## config.mk

```make
export PLATFORM = sky130hd
export DESIGN_NAME = frame_disassembly
export DESIGN_NICKNAME = d
export VERILOG_FILES = /design/src/rtl/frame_pkg.sv /design/src/rtl/frame_disassembly_sync_detect.sv /design/src/rtl/frame_disassembly.sv
export SDC_FILE = /design/constraint.sdc
export NUM_CORES = 1
export LEC_CHECK = 0
export ABC_AREA = 0
export CAP_MARGIN = 25
export CORE_MARGIN = 1
export CORE_UTILIZATION = 25
export DETAILED_ROUTE_END_ITERATION = 7
export GPL_ROUTABILITY_DRIVEN = 0
export PLACE_DENSITY = 0.4
export SYNTH_ARGS = -nofsm -noshare
export SYNTH_HDL_FRONTEND = slang
export SYNTH_SLANG_ARGS = --single-unit
```

## constraint.sdc

```tcl
create_clock -name clk -period 2.7 [get_ports clk]
set_input_delay 0.54 -clock clk [delete_from_list [all_inputs] [get_ports clk]]
set_output_delay 0.54 -clock clk [all_outputs]
set_load 0.02 [all_outputs]
```

## src/rtl/frame_pkg.sv

```systemverilog
// Shared framing definitions for the frame assembler and frame_disassembly.
package frame_pkg;

  localparam int unsigned SYNC_W   = 8;
  localparam int unsigned DATA_W   = 28;
  localparam int unsigned FRAME_W  = SYNC_W + DATA_W + 1;
  localparam int unsigned MISS_MAX = 2;
  localparam int unsigned CNT_W    = 5;
  localparam int unsigned MISS_W   = $clog2(MISS_MAX + 1);

  localparam logic [SYNC_W-1:0] SYNC_WORD = 8'hE4;

  typedef enum logic [1:0] {
    HUNT    = 2'd0,
    PAYLOAD = 2'd1,
    PARITY  = 2'd2,
    SYNC    = 2'd3
  } frame_rx_state_t;

  // Even-parity bit that makes popcount(data) + bit even.
  function automatic logic frame_parity(input logic [DATA_W-1:0] data);
    return ^data;
  endfunction

endpackage

```

## src/rtl/frame_disassembly_sync_detect.sv

```systemverilog
// SYNC_W-bit serial shift register with a look-ahead match on the incoming bit.
module sync_detect
  import frame_pkg::*;
(
  input  logic clk,
  input  logic rst,
  input  logic en,
  input  logic clr,
  input  logic din,
  output logic match_c
);

  logic [SYNC_W-1:0] sr;

  always_ff @(posedge clk or posedge rst) begin
    if (rst) begin
      sr <= '0;
    end else if (clr) begin
      sr <= '0;
    end else if (en) begin
      sr <= {sr[SYNC_W-2:0], din};
    end
  end

  // True when the word including the bit being sampled now equals the sync word.
  assign match_c = ({sr[SYNC_W-2:0], din} == SYNC_WORD);

endmodule

```

## src/rtl/frame_disassembly.sv

```systemverilog
// Serial frame receiver: sync hunt, payload extraction and flywheel lock tracking.
// Optional parity checking is enabled by defining FRAME_DISASSEMBLY_PARITY_EN.
module frame_disassembly
  import frame_pkg::*;
(
  input  logic              clk,
  input  logic              rst,
  input  logic              din,
  input  logic              vin,
  output logic [DATA_W-1:0] dout,
  output logic              vout,
  output logic              locked,
  output logic              parity_err
);

  frame_rx_state_t   state, state_n;
  logic [CNT_W-1:0]  bit_cnt, bit_cnt_n;
  logic [MISS_W-1:0] miss_cnt, miss_cnt_n;
  logic              deliver, deliver_n;
  logic [DATA_W-1:0] payload, payload_n;
  logic              par_acc, par_acc_n;
  logic [DATA_W-1:0] dout_n;
  logic              vout_n, locked_n, parity_err_n;
  logic              sync_clr;
  logic              sync_match;

  sync_detect u_sync_detect (
    .clk     (clk),
    .rst     (rst),
    .en      (vin),
    .clr     (sync_clr),
    .din     (din),
    .match_c (sync_match)
  );

  always_ff @(posedge clk or posedge rst) begin
    if (rst) begin
      state      <= HUNT;
      bit_cnt    <= '0;
      miss_cnt   <= '0;
      deliver    <= 1'b0;
      payload    <= '0;
      par_acc    <= 1'b0;
      dout       <= '0;
      vout       <= 1'b0;
      locked     <= 1'b0;
      parity_err <= 1'b0;
    end else begin
      state      <= state_n;
      bit_cnt    <= bit_cnt_n;
      miss_cnt   <= miss_cnt_n;
      deliver    <= deliver_n;
      payload    <= payload_n;
      par_acc    <= par_acc_n;
      dout       <= dout_n;
      vout       <= vout_n;
      locked     <= locked_n;
      parity_err <= parity_err_n;
    end
  end

  always_comb begin
    state_n      = state;
    bit_cnt_n    = bit_cnt;
    miss_cnt_n   = miss_cnt;
    deliver_n    = deliver;
    payload_n    = payload;
    par_acc_n    = par_acc;
    dout_n       = dout;
    vout_n       = 1'b0;
    locked_n     = locked;
    parity_err_n = 1'b0;
    sync_clr     = 1'b0;

    if (vin) begin
      unique case (state)
        HUNT: begin
          if (sync_match) begin
            state_n    = PAYLOAD;
            bit_cnt_n  = '0;
            miss_cnt_n = '0;
            deliver_n  = 1'b1;
            par_acc_n  = 1'b0;
          end
        end

        PAYLOAD: begin
          payload_n = {payload[DATA_W-2:0], din};
          par_acc_n = par_acc ^ din;
          if (bit_cnt == CNT_W'(DATA_W - 1)) begin
            state_n   = PARITY;
            bit_cnt_n = '0;
          end else begin
            bit_cnt_n = bit_cnt + CNT_W'(1);
          end
        end

        PARITY: begin
`ifdef FRAME_DISASSEMBLY_PARITY_EN
          if (deliver) begin
            if (par_acc ^ din) begin
              parity_err_n = 1'b1;
            end else begin
              vout_n = 1'b1;
              dout_n = payload;
            end
          end
`else
          if (deliver) begin
            vout_n = 1'b1;
            dout_n = payload;
          end
`endif
          par_acc_n = 1'b0;
          bit_cnt_n = '0;
          state_n   = SYNC;
        end

        SYNC: begin
          // Frame-aligned check: the detector holds exactly the sync slot on its last bit.
          if (bit_cnt == CNT_W'(SYNC_W - 1)) begin
            bit_cnt_n = '0;
            if (sync_match) begin
              miss_cnt_n = '0;
              locked_n   = 1'b1;
              deliver_n  = 1'b1;
              state_n    = PAYLOAD;
            end else if (32'(miss_cnt) + 32'd1 < MISS_MAX) begin
              miss_cnt_n = miss_cnt + MISS_W'(1);
              deliver_n  = 1'b0;
              state_n    = PAYLOAD;
            end else begin
              miss_cnt_n = '0;
              locked_n   = 1'b0;
              deliver_n  = 1'b0;
              sync_clr   = 1'b1;
              state_n    = HUNT;
            end
          end else begin
            bit_cnt_n = bit_cnt + CNT_W'(1);
          end
        end

        default: state_n = HUNT;
      endcase
    end
  end

endmodule

```

== Word-level counts from Yosys, hierarchy flattened ==
Index checks and enable logic that the tools add are counted.
Cells by class
  add/subtract/negate cells: 3
  magnitude comparators: 1
  eq/ne operators: 10
  multiplexer cells: 31
  reductions and logical operators: 9
Operators by type and width (count)
  $pmux W5 S4: 1
  $mux W1: 15
  $mux W5: 3
  $mux W2: 7
  $mux W7: 2
  $reduce_and A4 Y1: 3
  $eq A8 B8 Y1 const B: 1
  $ne A2 B2 Y1 const B: 4
  $pmux W2 S4: 1
  $add A5 B1 Y5 const B: 1
  $eq A5 B3 Y1 const B: 1
  $eq A5 B5 Y1 const B: 1
  $eq A2 B2 Y1 const B: 2
  $pmux W2 S2: 1
  $reduce_and A2 Y1: 2
  $reduce_bool A2 Y1: 2
  $add A2 B1 Y3 const B: 1
  $lt A3 B2 Y1 const B: 1
  $reduce_and A3 Y1: 1
  $add A2 B1 Y2 const B: 1
  $eq A2 B1 Y1 const B: 1
  $logic_not A2 Y1: 1
  $pmux W1 S2: 1
Word-level totals
  register bits after elaboration: 75
  input port bits: 4
  output and inout bits: 31
  word-level logic and storage cells: 63

== Longest topological paths before layout ==
Gate-level depths: netlist (run 1).
  depth in word-level cells: 8
  depth in mapped cells: 6
  mapped depth without buffers: 6

== Cells and area by module ==
From an unflattened synthesis (run 1), not the netlist that was laid out.
Second synthesis, totals
  cell total of the unflattened synthesis: 223
  area, all modules: 3138.0 um^2
Modules (own cells, without submodules)
  frame_disassembly: times used 1, cells an instance 197, area an instance 2825.2 um^2, sequential area each 1701.6 um^2
  sync_detect: times used 1, cells an instance 26, area an instance 312.8 um^2, sequential area each 175.2 um^2

== Worst setup path after synthesis (run 1) ==
OpenSTA, ideal clock, no wires.
  path type: register to register
  start point: reg state[0]
  end point: reg state[1]
  setup time: 0.125 ns
  data arrival time: 1.814 ns
  required time: 2.575 ns
  slack: 0.761 ns
  cell stages (with the launch flop): 6
  buffers on the path: 1
  clock period less this slack: 1.939 ns
  cells stage by stage: dfrtp_1 ha_1 clkbuf_1 or3_1 a211o_1 mux2_4
Between the ends
  cells in the longest elaborated chain, start to end: 3
  elaborated cells between the ends (all ways): 9
  classes of those cells: eq/ne: 6; mux: 1; reduce/logical: 2
Ends and longest elaborated chain
  start: declaration: line frame_disassembly.sv:16  | frame_rx_state_t state, state_n;
  start signal: assignment: line frame_disassembly.sv:49  | state <= state_n;
  $eq A2 B2 Y1, or another cell as far along: line frame_disassembly.sv:76  | unique case (state)
  $ne A2 B2 Y1 (no line)
  $reduce_and A4 Y1 (no line)
Several ways; a longest one is shown, not always the timed one.
A chain may end at the register's enable or synchronous reset.

== Worst setup path in the final report (run 1) ==
  start point: in din
  end point: reg state[1]
Between the ends
  cells in the longest elaborated chain, start to end: 3
Ends and longest elaborated chain
  start: declaration: line frame_disassembly.sv:8  | input logic din,
  $eq A8 B8 Y1: line frame_disassembly_sync_detect.sv:26  | assign match_c = ({sr[SYNC_W-2:0], din} == SYNC_WORD);
  $ne A2 B2 Y1 (no line)
  $reduce_and A4 Y1 (no line)
No other way between the ends.

==> results of run 1 <==
==> worst max-delay path, cell delays in order <==
cell             delay [ns]
clkdlybuf4s50_1        0.45
nand4b_1               0.35
o21a_4                 0.33
a211o_1                0.26
mux2_4                 0.30
==> power by group through the flow <==
stage / registers [µW] / clock network [µW] / logic (µW)
global route: 1440 / 1370 / 934
floorplan: 1450 / 0 / 562
global placement: 1430 / 0 / 854
detailed placement: 1430 / 0 / 846
CTS: 1420 / 1320 / 852
finish: 1410 / 1270 / 836
==> cell families (layout without fill, tap and decap cells) <==
group	count (synthesis)	count (layout)
AOI/OAI and AO/OA	32	32
muxes	60	60
adders and majority gates	7	7
buffers and inverters	19	65
other	1	1
and+or+nand+nor	21	21
DFF	75	75
==> how the worst max path moves through the flow <==
stage	end	cells after the start	slack, ns	startpoint
after floorplan	bit_cnt[0]	1	0.25	rst
after global placement	state[1]	5	0.34	din
after detailed placement	state[1]	5	0.33	din
after CTS	state[1]	5	0.68	din
after global routing	deliver	5	0.56	din
final	state[1]	5	0.67	din
==> cell usage in the layout, fill, tap and decap left out, types with 3 or more instances in the layout <==
cell and n:
a22o_1 7, buf_12 3, buf_4 3, clkbuf_16 9, clkdlybuf4s50_1 33, dfrtp_1 75, ha_1 7, inv_1 9
mux2_2 56, nand2_1 5, nand3_1 3, o21ai_0 8
==> cell type report <==
class                   count  area [µm²]  area share
clock inverters             6        87.6      0.0219
repair buffers             39         413       0.103
multi-input cells         121        1140       0.286
well taps                 168         210      0.0526
clock buffers              10         229      0.0573
flip-flops and latches     75        1880       0.470
inverters                  10        37.5     0.00940
==> registers in the layout, indices dropped and copies added (netlist names) <==
| signal | cells |
|---|---|
| bit_cnt | 5 |
| deliver | 1 |
| dout | 28 |
| locked | 1 |
| miss_cnt | 2 |
| payload | 28 |
| state | 2 |
| u_sync_detect.sr | 7 |
| vout | 1 |
==> stage by stage <==
step	utilization	setup slack (ns)	hold WS [ns]	instances
global placement	0.305	0.336	0.484	413
floorplan	-	0.250	0.464	215
global route	0.331	0.565	0.518	429
detailed placement	0.305	0.332	0.492	413
finish	0.331	0.674	0.500	429
CTS	0.331	0.679	0.505	429
==> routing by layer <==
layer / up-vias / global-route usage / routed length [µm]
met5: - / 0 / 0
met4: 0 / 0.0658 / 137
met3: 10 / 0.0273 / 197
met2: 28 / 0.147 / 2620
met1: 938 / 0.129 / 2750
li1: 863 / - / -
==> summary.txt, run 1 <==
Status
  • Status: finished, final reports clean

Synth
  • Leading post-synthesis cells by cell area: dfrtp_1, mux2_2, ha_1
  • Cell taking the most area after synthesis: dfrtp_1
  • Post-Synth Simple-Gate Area: 0.0412
  • Most frequent cell after synthesis: dfrtp_1
  • Top FF cell, synth: dfrtp_1
  • Synthesized cell area: just over 3000 µm²
  • Post-synthesis average cell area: between 10 and 15 µm²
  • Seq/Total Area, Yosys: 0.607
  • Mux contribution to synthesized area: 0.219
  • Post-synth top area share: 0.607
  • Synthesis warning total: 0
  • FF+latch count, synth: 75
  • Largest family of logic cells by synthesized area: multiplexers
  • Ys async rst share: 1.00
  • Syn Nets: ~230
  • Syn Inst Count: 215
  • Post-synthesis compound-gate area fraction: 0.0789
  • Post-synth top cells: dfrtp_1, mux2_2, inv_1, o21ai_0
  • Post-Synth XOR/XNOR Area: 0
  • Number of synthesized flops with an enable pin: 0
  • Adder-cell share of the synthesized area: 0.0283
  • Post-synth cell types: 40

Timing
  • Hold Fails Final Rpt: 0
  • RSZ-0062 raised after global routing: no
  • Slew Viols, Final: 0
  • Worst-Margin Slew: between 0.5 and 0.6 ns
  • Clock skew: just over 0.008 ns
  • Max_slew headroom: 0.648
  • Final setup fails: 0
  • Highest Clock Rate: 494 MHz
  • Final Cycle Share: 0.750
  • Min Tclk post-route: a little over 2 ns
  • Setup TNS: 0 ns

Pwr
  • Clock power frac: 0.362
  • Combinational share of power: 0.238
  • Leak: 0.00187 µW
  • P_int: around 2500 µW
  • P_sw: between 900 and 1000 µW
  • Switch share: 0.284
  • Max IR drop VDD: around 350 µV
  • Reg power frac: 0.401
  • Cell Pwr Density: 881 nW/µm²
  • Final Power: approximately 3500 µW

Clocking
  • CTS tree: built
  • CTS Hold Bufs: 0
  • Worst-Skew Late Latency: roughly 0.33 ns
  • Clock Tree Buf Depth: 2
  • H-tree depth: 3
  • Resized cells post-CTS: 0
  • Inserted Clock Buffers: 9
  • Post-CTS setup buffer count: 0
  • Clk root buf: clkbuf_16
  • Clock transition at path regs: approximately 0.060 ns
  • # clock sinks: 75

Route
  • Antenna Nets Post-Route: 0
  • Drt pass-1 iters: 4
  • 1st-iter DRT viols: 96
  • Via/cell ratio: 4.29
  • Drt total wl: roughly 5700 µm
  • DR WL/cell: around 13 µm
  • DRC Markers: 0
  • Vias: approximately 1800

Cells and area
  • Layout fillers: 1191
  • Final Cell Area: 4000 µm²
  • Layout cells sized above 1: 0.322
  • # nets final: about 270
  • Synthesis-to-layout area growth: 29.1%
  • Ant diodes: 0

Worst hold path
  • Hold endpoint: dout[27]
  • Hold Startpoint: payload[27]
  • Hold depth: 1
  • Hold Crit Class: reg -> reg

Die
  • Core area: between 10000 and 15000 µm²
  • DIE AREA: around 13000 µm²
  • Initial Util: 0.257
  • Row count: 40
  • Io pins: 35
  • Die W: roughly 110 µm
  • Die height: between 100 and 150 µm

Run
  • Max Cap Violations: 0

Place
  • IO Port Bufs: 33
  • Post-placement cell area: 3680 µm²
  • Hpwl dp: roughly 3800 µm

GRT
  • Initial antenna violation count: 0
  • Grt ovf: 0
  • First-pass GRT wire length: about 10000 µm
  • GRT Util Overall: 0.100
  • Vias in the first global route: 1894
  • Largest net degree at the start of global routing: 28

Setup path
  • Crit path arrival time: 2.24 ns
  • CP Launch Type: input port
  • CP endpoint kind: flop
  • Setup slack on the worst flop-to-flop path: a little under 0.7 ns
  • Critical path required time: roughly 2.9 ns
  • R2R Path End: state[1]
  • CP Max Fanout: 8
  • Critical path class: in -> reg
  • R2R Path Start: state[0]
  • R2R depth: 4
Note: power is estimated with default switching activity, not from simulation.
==> run 2, diff against run 1 <==
Clock period 2.7 ns to 1.92 ns, I/O delays scaled along.
==> run 2 against run 1 <==
Routed wire length increased by 2.4%; clock power increased by 27%; design area increased by 2.3%; register-to-register slack got worse by 0.64 ns; first-iteration DRC count decreased by 33%; utilization increased by 0.75 points; final cell count increased by 3.0%; sequential cell count unchanged; die area unchanged; power increased by 40%; clock-buffer cell count increased by 2.
==> summary.txt, run 2 (synthesized netlist as in run 1, its figures left out) <==
Status
  • Status: finished, final reports clean

Clocking
  • Worst-Skew Late Latency: about 0.34 ns
  • CTS Hold Bufs: 0
  • Inserted Clock Buffers: 9
  • Clock Tree Buf Depth: 2
  • Clk root buf: clkbuf_16
  • # clock sinks: 75
  • H-tree depth: 3
  • CTS tree: built
  • Clock transition at path regs: approximately 0.060 ns

Worst hold path
  • Hold Crit Class: in -> async

Route
  • Antenna Nets Post-Route: 0
  • DRC Markers: 0
  • Vias: around 1900
  • DR WL/cell: roughly 13 µm
  • Drt total wl: between 5000 and 6000 µm
  • Drt pass-1 iters: 4
  • 1st-iter DRT viols: 64
  • Via/cell ratio: between 4 and 5

Cells and area
  • Biggest regs: dout (28), payload (28), u_sync_detect.sr (7)
  • Layout cells sized above 1: 0.358
  • Commonest non-fill, non-tap cells in the layout: dfrtp_1, mux2_2, clkdlybuf4s50_1
  • Final Cell Area: around 4100 µm²
  • # nets final: 282
  • Ant diodes: 0
  • Multi-input gate area: roughly 1200 µm²
  • Layout fillers: 1198
  • Register area: roughly 1900 µm²
  • Synthesis-to-layout area growth: 32.0%
  • Most common cell after layout, fill and taps aside: dfrtp_1

Die
  • Io pins: 35
  • DIE AREA: around 13000 µm²
  • Row count: 40
  • Core area: ~12000 µm²
  • Die height: between 100 and 150 µm
  • Initial Util: 0.257
  • Die W: 113 µm

GRT
  • First-pass GRT wire length: between 10000 and 15000 µm
  • Vias in the first global route: about 2000
  • Grt ovf: 0
  • GRT Util Overall: 0.106
  • Initial antenna violation count: 0
  • Largest net degree at the start of global routing: 59

Setup path
  • Crit path arrival time: between 2 and 2.5 ns
  • Setup slack on the worst flop-to-flop path: around 0.038 ns
  • R2R Path Start: u_sync_detect.sr[2]
  • R2R depth: 4
  • CP Max Fanout: 5
  • R2R Path End: state[1]
  • Critical path class: reg -> reg
  • CP endpoint kind: flop
  • Critical path required time: 2.14 ns
  • CP Launch Type: flop

Timing
  • Hold Fails Final Rpt: 0
  • Slew Viols, Final: 0
  • Final Cycle Share: 0.980
  • Clock skew: 0.00582 ns
  • Min Tclk post-route: 1.88 ns
  • Hold_ws: approximately 0.32 ns
  • RSZ-0062 raised after global routing: yes
  • Highest Clock Rate: approximately 530 MHz
  • Final setup fails: 0

Run
  • Max Cap Violations: 0

Pwr
  • Leak: 0.00192 µW
  • Clock power frac: 0.326
  • Reg power frac: 0.398
  • P_int: ~3500 µW
  • Cell Pwr Density: between 1000 and 1500 nW/µm²
  • P_sw: 1400 µW
  • Combinational share of power: 0.275
  • Final Power: around 5000 µW
  • Switch share: 0.284
  • Max IR drop VDD: roughly 400 µV

Place
  • Hpwl dp: roughly 3700 µm
  • Post-placement cell area: 3780 µm²
  • IO Port Bufs: 33
==> run 2: how the worst max path moves through the flow <==
stage | from | cells past startpoint | slack (ns) | to
final | u_sync_detect.sr[2] | 4 | 0.04 | state[1]
after global routing | u_sync_detect.sr[2] | 4 | -0.04 | deliver
after CTS | u_sync_detect.sr[0] | 5 | 0.03 | bit_cnt[3]
after detailed placement | din | 5 | -0.22 | state[1]
after global placement | din | 5 | -0.21 | state[1]
after floorplan | state[0] | 5 | 0.009 | state[1]
==> run 2: final cells by class <==
| type | instances | area share |
|---|---|---|
| clock buffer | 12 | 0.0579 |
| clock inverter | 2 | 0.00949 |
| inverter | 10 | 0.0101 |
| multi-input combinational | 121 | 0.283 |
| sequential | 75 | 0.459 |
| tap | 168 | 0.0515 |
| timing repair buffer | 54 | 0.129 |
==> run 2: metal layers <==
layer | global-route usage | up-vias | part of all wire
met5 | 0 | - | 0
met4 | 0.0658 | 0 | 0.026
met3 | 0.0343 | 11 | 0.035
met2 | 0.155 | 30 | 0.45
met1 | 0.135 | 939 | 0.49
li1 | - | 888 | -
==> run 2: repair_timing <==
| item | CTS | global route |
|---|---|---|
| buffers inserted | 0 | 3 |
| resized for setup | 0 | 2 |
| setup endpoints to repair | 0 | 5 |
| endpoints found under the hold margin | 0 | 0 |
==> run 2: worst max-delay path, stage by stage, from the launching register on <==
cell     delay, ns
dfrtp_1       0.40
or4b_4        0.59
o21a_4        0.22
a211o_1       0.26
mux2_4        0.30
==> run 2: stage by stage <==
stage	worst slack, ns	util	cells	setup TNS [ns]
2_1_floorplan	0.00908	-	215	0
3_3_place_gp	-0.208	0.313	425	-2.05
3_5_place_dp	-0.222	0.313	425	-2.51
4_1_cts	0.0339	0.336	439	0
5_1_grt	-0.0394	0.339	442	-0.143
6_report	0.0383	0.339	442	0
==> run 2: power groups by stage <==
stage	Clock, µW	Sequential [µW]	Combinational, µW
after CTS	1680	1960	1360
after global placement	0	1990	1350
after detailed placement	0	1990	1350
after global routing	1740	2000	1520
after floorplan	0	2030	792
final	1610	1960	1360
==> run 3, diff against run 2 <==
Settings changed: CORE_UTILIZATION 25 to 40, PLACE_DENSITY 0.4 to 0.58.
==> run 3 against run 2 <==
Worst hold slack better by 0.18 ns; critical path depth unchanged; via count down 2.7%; utilization up 19 points; design area down 3.9%; clock power down 18%; first-iteration DRC count down 23%.
==> summary.txt, run 3 (synthesized netlist as in run 1, its figures left out) <==
Setup path
  • Critical path class: reg -> reg
  • Worst-path cell chain: or4b_4, o21a_4, a211o_1, mux2_4
  • Setup slack on the worst flop-to-flop path: roughly 0.040 ns
  • Crit path arrival time: around 2.1 ns
  • R2R Path End: state[1]
  • R2R Path Start: u_sync_detect.sr[2]
  • Critical-path top delay cell: or4b_4
  • R2R depth: 4
  • CP peak stage delay: around 0.6 ns
  • CP Buf/Inv Count: 0
  • CP top delay family: simple AND/OR/NAND/NOR gates
  • CP Launch Type: flop
  • Critical path required time: between 2 and 2.5 ns
  • CP endpoint kind: flop
  • CP Max Fanout: 6

Route
  • DRC Markers: 0
  • Via/cell ratio: ~4.9
  • Drt total wl: 5250 µm
  • DR WL/cell: between 10 and 15 µm
  • Vias: between 1500 and 2000
  • 1st-iter DRT viols: slightly below 50
  • Drt pass-1 iters: 4
  • Antenna Nets Post-Route: 0

Cells and area
  • Commonest non-fill, non-tap cells in the layout: dfrtp_1, mux2_2, clkdlybuf4s50_1
  • Final Cell Area: a little under 4000 µm²
  • Layout cells sized above 1: 0.363
  • Most common cell after layout, fill and taps aside: dfrtp_1
  • Finished Layout Cells: 372
  • Synthesis-to-layout area growth: 26.8%
  • Multi-input gate area: about 1200 µm²
  • Layout fillers: about 650
  • Biggest regs: dout (28), payload (28), u_sync_detect.sr (7)
  • Register area: 1880 µm²
  • # nets final: 280
  • Ant diodes: 0

Clocking
  • # clock sinks: 75
  • Clock Tree Buf Depth: 2
  • H-tree depth: 3
  • Clock transition at path regs: about 0.08 ns
  • Worst-Skew Late Latency: 0.34 ns
  • CTS tree: built
  • Clk root buf: clkbuf_8
  • Inserted Clock Buffers: 9

Pwr
  • Switch share: 0.298
  • Cell Pwr Density: approximately 1200 nW/µm²
  • Leak: roughly 0.0019 µW
  • Final Power: about 4600 µW
  • Clock power frac: 0.285
  • P_sw: roughly 1400 µW
  • P_int: roughly 3300 µW
  • Max IR drop VDD: 743 µV
  • Reg power frac: 0.425
  • Combinational share of power: 0.290

GRT
  • Largest net degree at the start of global routing: 76
  • Grt met1 use: 0.202
  • Met3 Use GR: 0.0491
  • Gr busiest metal: met2
  • GRT Util Overall: 0.146
  • Vias in the first global route: just under 2000
  • First-pass GRT wire length: 9300 µm
  • GR Layer Usage met2: 0.211
  • Grt ovf: 0
  • Initial antenna violation count: 0

Die
  • Die height: around 90 µm
  • Initial Util: 0.420
  • Die W: roughly 90 µm
  • Core area: between 7000 and 8000 µm²
  • DIE AREA: just over 8000 µm²
  • Io pins: 35
  • Row count: 31

Place
  • IO Port Bufs: 33
  • Post-placement cell area: between 3000 and 4000 µm²
  • Hpwl dp: 3310 µm
  • Placed cell count: ~360
  • Pre-CTS setup slack: -0.178 ns

Status
  • Status: finished, final reports clean

Worst hold path
  • Hold Crit Class: in -> async

Timing
  • Slew Viols, Final: 0
  • Final setup fails: 0
  • Clock skew: about 0.0073 ns
  • RSZ-0062 raised after global routing: yes
  • Min Tclk post-route: 1.88 ns
  • Hold Fails Final Rpt: 0
  • Highest Clock Rate: approximately 530 MHz
  • Final worst slack: 0.0396 ns
  • Final Cycle Share: 0.979

Run
  • Max Cap Violations: 0
## run 3: power by group through the flow
stage	Combinational (µW)	Sequential (µW)	Clock, µW
CTS	1330	1970	1360
finish	1340	1970	1320
global placement	1310	2000	0
detailed placement	1330	2000	0
global route	1480	2010	1420
floorplan	792	2030	0
## run 3: what timing repair did
action / 4_1_cts / 5_1_grt
setup endpoints to repair: 1 / 6
setup buffers: 0 / 1
pin swaps: 1 / 3
gates resized for setup: 0 / 2
hold buffers: 0 / 0
## run 3: worst register-to-register path, delay by kind of cell, from the launching register on
family	cells	cell delay (ns)
and+or+nand+nor	1	0.59
AOI/OAI and AO/OA	2	0.48
DFF	1	0.39
muxes	1	0.31
## run 3: how the worst max path moves through the flow
stage	start	end	slack, ns	cells after the start
6_report	u_sync_detect.sr[2]	state[1]	0.04	4
5_1_grt	u_sync_detect.sr[2]	bit_cnt[3]	-0.01	5
4_1_cts	u_sync_detect.sr[3]	state[1]	0.02	4
3_3_place_gp	din	state[1]	-0.13	5
3_5_place_dp	din	state[1]	-0.18	5
2_1_floorplan	state[0]	state[1]	0.009	5
## run 3: through the flow
| step | hold WS, ns | TNS, ns | util |
|---|---|---|---|
| 2_1_floorplan | 0.464 | 0 | - |
| 4_1_cts | 0.504 | 0 | 0.530 |
| 5_1_grt | 0.528 | -0.0248 | 0.533 |
| 3_5_place_dp | 0.486 | -2.12 | 0.501 |
| 6_report | 0.494 | 0 | 0.533 |
| 3_3_place_gp | 0.478 | -1.55 | 0.501 |
## run 3: layout make-up
cell class              count  share of cell area
multi-input cells         121               0.295
clock buffers              10              0.0325
repair buffers             52               0.130
well taps                  99              0.0316
clock inverters             5              0.0220
inverters                  10              0.0105
flip-flops and latches     75               0.478
## run 3: routing by layer
metal / vias to the layer above / wire length [µm]
li1: 879 / -
met1: 902 / 2710
met2: 31 / 2240
met3: 6 / 234
met4: 0 / 67
met5: - / 0
